File: src/rtl/alu_rr_scheduler.sv
// Round-robin front end that shares one combinational opcode ALU between two
// requesters and returns the opcode-masked result over a valid/ready port.
module alu_rr_scheduler #(
   parameter int DATA_W = 4,
   parameter int CNT_W  = 8
) (
   input  logic                clk,
   input  logic                rst_n,
   input  logic                req0_valid,
   output logic                req0_ready,
   input  logic [3:0]          req0_opcode,
   input  logic [DATA_W-1:0]   req0_a,
   input  logic [DATA_W-1:0]   req0_b,
   input  logic                req1_valid,
   output logic                req1_ready,
   input  logic [3:0]          req1_opcode,
   input  logic [DATA_W-1:0]   req1_a,
   input  logic [DATA_W-1:0]   req1_b,
   output logic [3:0]          alu_opcode,
   output logic [DATA_W-1:0]   alu_a,
   output logic [DATA_W-1:0]   alu_b,
   input  logic [DATA_W-1:0]   alu_x,
   input  logic [DATA_W-1:0]   alu_y,
   output logic                res_valid,
   input  logic                res_ready,
   output logic [2*DATA_W-1:0] res_data,
   output logic                res_id,
   output logic                busy,
   output logic [CNT_W-1:0]    op_count
);

   typedef enum logic [1:0] {IDLE, ISSUE, DONE} state_t;

   state_t state;
   logic   ptr;
   logic   grant0;
   logic   grant1;
   logic   accept_en;

   // Ready stays low while reset is asserted so nothing transfers in that cycle.
   assign accept_en  = rst_n && (state == IDLE);
   assign grant0     = accept_en && req0_valid && (!req1_valid || !ptr);
   assign grant1     = accept_en && req1_valid && (!req0_valid || ptr);
   assign req0_ready = grant0;
   assign req1_ready = grant1;
   assign busy       = (state != IDLE);

   function automatic logic [2*DATA_W-1:0] mask_result(
      input logic [3:0]        op,
      input logic [DATA_W-1:0] x,
      input logic [DATA_W-1:0] y
   );
      logic [2*DATA_W-1:0] r;
      r = '0;
      case (op)
         4'b0011, 4'b0100, 4'b0101, 4'b1011, 4'b1111:
            r = {{DATA_W{1'b0}}, x};
         4'b1010:
            r = {{(DATA_W-1){1'b0}}, y[0], x};
         4'b1100, 4'b1101, 4'b1110:
            r = {y, x};
         default:
            r = {{(2*DATA_W-1){1'b0}}, x[0]};
      endcase
      return r;
   endfunction

   // NOTE: all state below is written with <= so every register samples the
   // pre-edge values; blocking here would let later statements see new values.
   always_ff @(posedge clk) begin
      if (!rst_n) begin
         state      <= IDLE;
         ptr        <= 1'b0;
         alu_opcode <= '0;
         alu_a      <= '0;
         alu_b      <= '0;
         res_valid  <= 1'b0;
         res_data   <= '0;
         res_id     <= 1'b0;
         op_count   <= '0;
      end else begin
         case (state)
            IDLE: begin
               if (grant0 || grant1) begin
                  alu_opcode <= grant1 ? req1_opcode : req0_opcode;
                  alu_a      <= grant1 ? req1_a      : req0_a;
                  alu_b      <= grant1 ? req1_b      : req0_b;
                  res_id     <= grant1;
                  if (req0_valid && req1_valid)
                     ptr <= ~ptr;
                  state <= ISSUE;
               end
            end
            ISSUE: begin
               res_data  <= mask_result(alu_opcode, alu_x, alu_y);
               res_valid <= 1'b1;
               state     <= DONE;
            end
            DONE: begin
               if (res_ready) begin
                  res_valid <= 1'b0;
                  op_count  <= op_count + CNT_W'(1);
                  state     <= IDLE;
               end
            end
            default: state <= IDLE;
         endcase
      end
   end

endmodule

File: config.mk
export PLATFORM = sky130hd
export DESIGN_NAME = alu_rr_scheduler
export DESIGN_NICKNAME = d
export VERILOG_FILES = /design/src/rtl/alu_rr_scheduler.sv
export SDC_FILE = /design/constraint.sdc
export NUM_CORES = 1
export LEC_CHECK = 0
export CAP_MARGIN = 20
export CORE_ASPECT_RATIO = 1.1
export CORE_MARGIN = 3
export CORE_UTILIZATION = 44
export CTS_CLUSTER_SIZE = 16
export DETAILED_ROUTE_END_ITERATION = 12
export PLACE_DENSITY = 0.92
export SYNTH_ARGS = -nofsm -noshare
export SYNTH_HDL_FRONTEND = slang
export SYNTH_SLANG_ARGS = --single-unit
File: constraint.sdc
create_clock -name clk -period 4.19 [get_ports clk]
set_clock_uncertainty 0.15 [all_clocks]
set_input_delay 1.257 -clock clk [delete_from_list [all_inputs] [get_ports clk]]
set_output_delay 1.257 -clock clk [all_outputs]
set_load 0.02 [all_outputs]
; ---- Word level (Yosys, flattened, before mapping)
; Index checks and enable logic that the tools add are counted.
[word_totals]
regBits = 33
inputBits = 37
out_inout_bits = 33
word_cells = 55
[op_classes]
addsub = 1
eq_ne = 13
mux = 9
bitwise_logic = 1
reduce_logical = 22
[ops]
columns = cell, count
row1 = "4-bit equality test, second input constant", 6
row2 = 8-bit one-hot mux with 3 select lines, 1
row3 = 4-bit 2-to-1 mux, 3
row4 = "8-bit by 1-bit adder with 8-bit output, second input constant", 1
row5 = "4-bit by 3-bit equality test with 1-bit output, second input constant", 2
row6 = 2-bit AND reduction, 4
row7 = 1-bit logical AND, 6
row8 = 2-bit one-hot mux with 3 select lines, 1
row9 = 5-bit OR reduction, 1
row10 = "4-bit by 2-bit equality test with 1-bit output, second input constant", 1
row11 = 2-bit 2-to-1 mux, 2
row12 = 2-bit nonzero test, 2
row13 = 1-bit logical NOT, 3
row14 = 1-bit logical OR, 3
row15 = 3-bit AND reduction, 1
row16 = 3-bit OR reduction, 1
row17 = "2-bit by 1-bit equality test with 1-bit output, second input constant", 1
row18 = "2-bit equality test, second input constant", 1
row19 = 2-bit logical NOT, 1
row20 = "2-bit by 1-bit != test with 1-bit output, second input constant", 1
row21 = "2-bit != test, second input constant", 1
row22 = 1-bit one-hot mux with 2 select lines, 1
row23 = 1-bit 2-to-1 mux, 1
row24 = 1-bit inverter, 1

; ---- Longest topological paths before layout
[logic_depth]
ltp_word = 7
depth_mapped = 6
mapped_depth_nobuf = 4

; ---- Worst setup path after synthesis
; No wires, ideal clock.
[synth_path]
path_kind = input to output
start = input port req0_valid
end = output port req0_ready
arrival_ps = 2273
required_ps = 2783
setup_slack_ps = 510
path_stages = 2
path_cell_list = or3b_2 a211oi_1
[synth_between]
elab_chain_cells = 2
[synth_rtl]
columns = element, line
row1 = start: declaration, 9  ; input logic req0_valid,
row2 = 1-bit logical AND (2 in a row), 42  ; assign grant0 = accept_en && req0_valid && (!req1_valid || !ptr);
row3 = end: declaration, 10  ; output logic req0_ready,
; No other way between the ends.

; ---- Final worst setup path
; Ends and elaborated chain as after synthesis.

==> results.md <==
* Die ar. at 4370 um2
* Initial antenna violation count at 0
* Synthesized area per cell at 8.97 um2
* Seq/Total Area, Yosys at a little over two fifths
* Hold_ws at 0.307 ns
* Horiz. Die Dim at 63.3 um
* Slew @ Worst Pin at 0.626 ns
* Worst Hold Class: flop to flop
* Fin crit share at a little over nine tenths
* Filler instances at 281
* Ports at 70
* Clock Path Buffers at 2
* H-tree lvl count at 2
* Total gr overflow at 0
* Vias in the first global route at 1588
* Worst hold start: res_data[0]$_SDFFE_PN0P_
* CP Data Required Time at 2.78 ns
* Reg2reg end: alu_a[1]$_SDFFE_PN0P_
* Clk_lat worst skew at 0.34 ns
* Async set-reset flop share out of synthesis at 0%
* Root Buffer: clkbuf_4
* Hold path endpoint: res_data[0]$_SDFFE_PN0P_
* Crit path capture type: output port
* Max_slew headroom at 58.2%
* Syn_nets at 215
* Post-cts resize count at 1
* Overall die height at 69.0 um
* Cts hold-fix bufs at 0
* # port buffers at 69
* Max Slew Vio Count at 0
* Synth Instances at 177
* RD Place Congestion at 0.843
* Max incr delay on CP at about 0.47 ns
* # rows at 22
* GRT Total Usage at between 20% and 30%
* TritonCTS clock tree: done
* PwrDens at 331 nW/um2
* Fin crit period at 4.04 ns
* DRT Pass-1 Iters at 4
* RSZ-0062 raised after global routing: false
* Layout area overhead at 49.3%
* Post-synthesis cell type count at 36
* Crit path DAT at 2.63 ns
* Yosys warnings at 0
* Antenna diodes at 0
* Critical Path Fanout Max at 2
* Setup-failing EPs final at 0
* Setup Crit Path Kind: primary input to output port
* Post-Syn Area at 1590 um2
* Clock transition at path regs at 0.09 ns
* Peak VDD IR at 0.000201 V
* Yosys reg bits at 33
* Ys flop type: dfxtp_1
* # clock sinks at 33
* Run status: finished, final reports clean
* Post-DP HPWL at 3190 um
* Number of synthesized flops with an enable pin at 0
* Final Hold Vio Count at 0
* Power Total at 785 uW
* Num CTS Buffers at 5
* WL final at 4530 um
* Nets at 281
* Vias after detailed routing at 1679
* Worst r2r src: state[1]$_SDFFE_PN0P_
* WHS Path Cells at 2
* Post-route DRC at 0
* Worst path cell trace: clkdlybuf4s50_1 > or3b_2 > a211oi_1 > clkbuf_2
* Max Cap Viol at 0
* R2R cell count at 4
* Layout cells sized above 1 at 8.61%
* Critical Path Start Type: primary input
* WL per Instance at between 15 and 20 um
* Max frequency at 248 MHz
* Largest net degree at the start of global routing at 33
* R2R Setup Slk at 2.32 ns
* First-pass GRT wire length at roughly 7500 um
* Critical path's slowest cell: clkdlybuf4s50_1
* Initial DRC count at roughly 130
* Postcts setup bufs at 0
* Avg Vias per Cell at roughly 5.8
* Static Leakage at just over 0.0008 uW
* Starting Density at between 40% and 50%
* Core ar. at 3410 um2
* Post-DRT Antenna Nets at 0
worst max-delay path by stage:
| stage | start | endpoint |
|---|---|---|
| 5_1_grt | req0_valid | req0_ready |
| 3_3_place_gp | req0_valid | req0_ready |
| 2_1_floorplan | req0_valid | req0_ready |
| 4_1_cts | req0_valid | req0_ready |
| 3_5_place_dp | req0_valid | req0_ready |
| 6_report | req0_valid | req0_ready |
layout by cell type (no fill, tap or decap), types with 2 or more instances in the layout:
master           instances
a21oi_1                 27
a311oi_1                12
buf_4                    6
clkbuf_4                 5
clkdlybuf4s50_1         67
dfxtp_1                 33
inv_1                    2
nand2_1                 12
nand2b_1                 2
nand4_1                 18
nor2_1                   7
nor2b_1                  3
o2111ai_1                3
o21ai_0                  3
o31ai_1                 14
or3_1                    3
or3b_2                   2
or4_1                    2
xor2_1                   2
through the flow:
step                util [%]  setup WS [ns]  instance area, um2  TNS (ns)  cells
detailed placement      67.0         -0.291                2290    -0.291    284
CTS                     69.5        0.00458                2370         0    292
finish                  69.5          0.151                2370         0    292
floorplan                  -          0.510                1590         0    177
global route            69.5         0.0880                2370         0    292
global placement        67.0         -0.271                2290    -0.271    284
flip-flops by register name, summed over array words and instances (netlist names):
register    flops
alu_opcode      4
res_id          1
res_valid       1
state           2
res_data        8
op_count        8
ptr             1
alu_a           4
alu_b           4
per-layer routing:
metal | wire length, um | track usage (%) | up-vias
met5 | 0 | 0 | -
met4 | 163 | 12.2 | 0
met3 | 361 | 5.86 | 17
met2 | 2190 | 32.2 | 81
met1 | 1820 | 26.6 | 759
li1 | - | - | 822
cell type report:
class,count,area [um2],share of cell area [%]
timing repair buffer,75,733,30.9
sequential,33,661,27.9
clock buffer,7,55.1,2.32
inverter,2,7.51,0.317
clock inverter,1,30.0,1.27
multi-input combinational,126,825,34.8
tap,48,60.1,2.53
power breakdown:
group / switching [uW] / internal, uW
logic: 96.6 / 92.1
clock network: 105 / 142
registers: 17.2 / 332
cells in the mapped netlist, types with 3 or more instances:
library cell | instances | area, um2
buf_2 | 4 | 20.0
o31ai_1 | 14 | 105
nand4_1 | 18 | 113
a311oi_1 | 12 | 105
nand2_1 | 12 | 45.0
nor2b_1 | 3 | 18.8
o21ai_0 | 3 | 15.0
buf_6 | 3 | 33.8
or3_1 | 3 | 18.8
dfxtp_1 | 33 | 661
o2111ai_1 | 3 | 26.3
nor2_1 | 7 | 26.3
a21oi_1 | 27 | 135
clkbuf_1 | 7 | 26.3
critical path: cells and delay by family:
| kind | cells | cell delay [ns] |
|---|---|---|
| AO/OA/AOI/OAI | 1 | 0.24 |
| buffers and inverters | 2 | 0.68 |
| AND/OR/NAND/NOR | 1 | 0.46 |
kinds of logic after synthesis:
logic type,Yosys count,synth area share (%)
AOI/OAI and AO/OA,62,25.8
xor gates and xnor gates,3,1.66
and+or+nand+nor,59,23.0
DFF,33,41.6
adders and majority gates,1,0.788
buffers and inverters,18,6.46
muxes,1,0.630
Power figures use the tool's default switching activity.
==> edit (same flow settings) <==
Set the parameter `CNT_W` to 6 (it was 8).
--- a/src/rtl/alu_rr_scheduler.sv
+++ b/src/rtl/alu_rr_scheduler.sv
@@ -4,3 +4,3 @@
    parameter int DATA_W = 4,
-   parameter int CNT_W  = 8
+   parameter int CNT_W  = 6
 ) (
Interface: changed (resized op_count); port bits go from 70 to 68. The function was not compared with the original's and may differ.
==> edit against the original RTL <==
Synthesized area shrank 3.5%. Wire length shrank 4.6%. Cell area shrank 3.1%. Worst setup slack lost 82 ps. Power shrank 2.4%. Register-to-register slack gained 20 ps. Sequential cell count shrank 2. Core utilization grew 2.8 points. Highest routed layer unchanged.
==> edit: results (changes against the original RTL) <==
[logic_synthesis]
synthAdderAreaFrac=0.008170  ; +0.0002897
synthTopCellsByArea=dfxtp_1 (41%), a21oi_1 (6.9%), o31ai_1 (6.9%), a311oi_1 (6.9%), nand4_1 (4.9%)
synth-xor-area-share=0.01716  ; +0.0006084
synth_top_cells_by_count=dfxtp_1 (31), a21oi_1 (21), o31ai_1 (14)
synthMuxAreaShare=0.01389  ; +0.007585
synth-compound-area-share=0.2623  ; +0.003784
ys_seq_area_frac=0.4052  ; -0.01085
synth.avg_cell_area_um2=9.170  ; +2.2%

[critical_path]
r2r_cells=3  ; -1
crit_start=rst_n
r2r_slack_ps=2340  ; +20 ps
endpoint=req1_ready
max_stage_delay_ps=490  ; +20 ps

[placed_design]
gp_congestion=0.7851  ; -6.9%
placedCellCount=273  ; -3.9%
dpl_worst_slack_ps=-264.3  ; +26.93 ps
portBuffers=67  ; -2.9%
placed_cell_area_mm2=0.002218  ; -3.1%
dpl.hpwl_mm=3.039  ; -4.8%

[layout]
sh_seq_area=0.2700  ; -0.008623
buffers_excl_clock=76  ; +1.3%
design_area_mm2=0.002298  ; -3.1%
n_clock_buffer=6  ; -1
num-multi-input-gates=117  ; -7.1%
fill_cells=263  ; -6.4%
inverters=3  ; +1
buf_share=0.3185  ; +0.009219
clock_tree_area_fraction=0.03756  ; +0.001677
drive_gt1_frac=0.09787  ; +0.01181
multi_input_comb_area_um2=790.8  ; -4.1%

[sta]
holdWs_ps=305.8  ; -0.9780 ps
timing.fmax_ghz=0.2427  ; -2.0%

[route]
wl_per_cell_um=15.36  ; -0.91%
wl_mm=4.317  ; -4.6%
drt_iter0_markers=170  ; +35%

[hold_path]
hp-start=res_data[4]$_SDFFE_PN0P_
hold-path-endpoint=res_data[4]$_SDFFE_PN0P_

[power_and_ir_drop]
peakVddDrop_mv=0.2445  ; +22%
p_leak_nw=0.8219  ; about the same

[floorplanning]
tap_cells=46  ; -4.2%

[global_routing]
first_global_vias=1469  ; -7.5%
grtUsageMet2=0.3333  ; +0.01094
use_met3=0.07389  ; +0.01526
track_usage=0.2176  ; +0.005833
met1_usage=0.2896  ; +0.02317
grt_max_degree=30  ; -9.1%

[clocking]
post_cts_resized=2  ; +1

[outcome]
status=finished clean

## edit: cell types whose count changed after synthesis, sizes merged, moves of 2 or more
cell     before  now
a21oi        27   21
or3           3    1
o211ai        0    4
dfxtp        33   31
nand2        12    9
o2111ai       3    1
o21ai         3    1
nor2          7   10
a32oi         1    4
nand4        18   12
## edit: cell families after synthesis
kind of cell / count (synthesis)
adder cells (fa/ha/maj): 1
flip-flops: 31
AO/OA/AOI/OAI: 58
XOR/XNOR: 3
AND/OR/NAND/NOR: 53
multiplexers: 2
buffers and inverters: 19
## edit: power groups by stage
stage | clock network, mW | registers [mW] | logic [mW]
after floorplan | 0 | 0.349 | 0.0897
after global placement | 0 | 0.336 | 0.182
after detailed placement | 0 | 0.337 | 0.184
after CTS | 0.254 | 0.330 | 0.185
after global routing | 0.264 | 0.334 | 0.201
final | 0.250 | 0.330 | 0.185
## edit: metal layers
metal	share of wire	vias up	wire length, µm
met3	0.086	7	372
met2	0.46	71	1982
li1	-	781	-
met1	0.44	719	1902
met4	0.014	0	59
met5	0	-	0
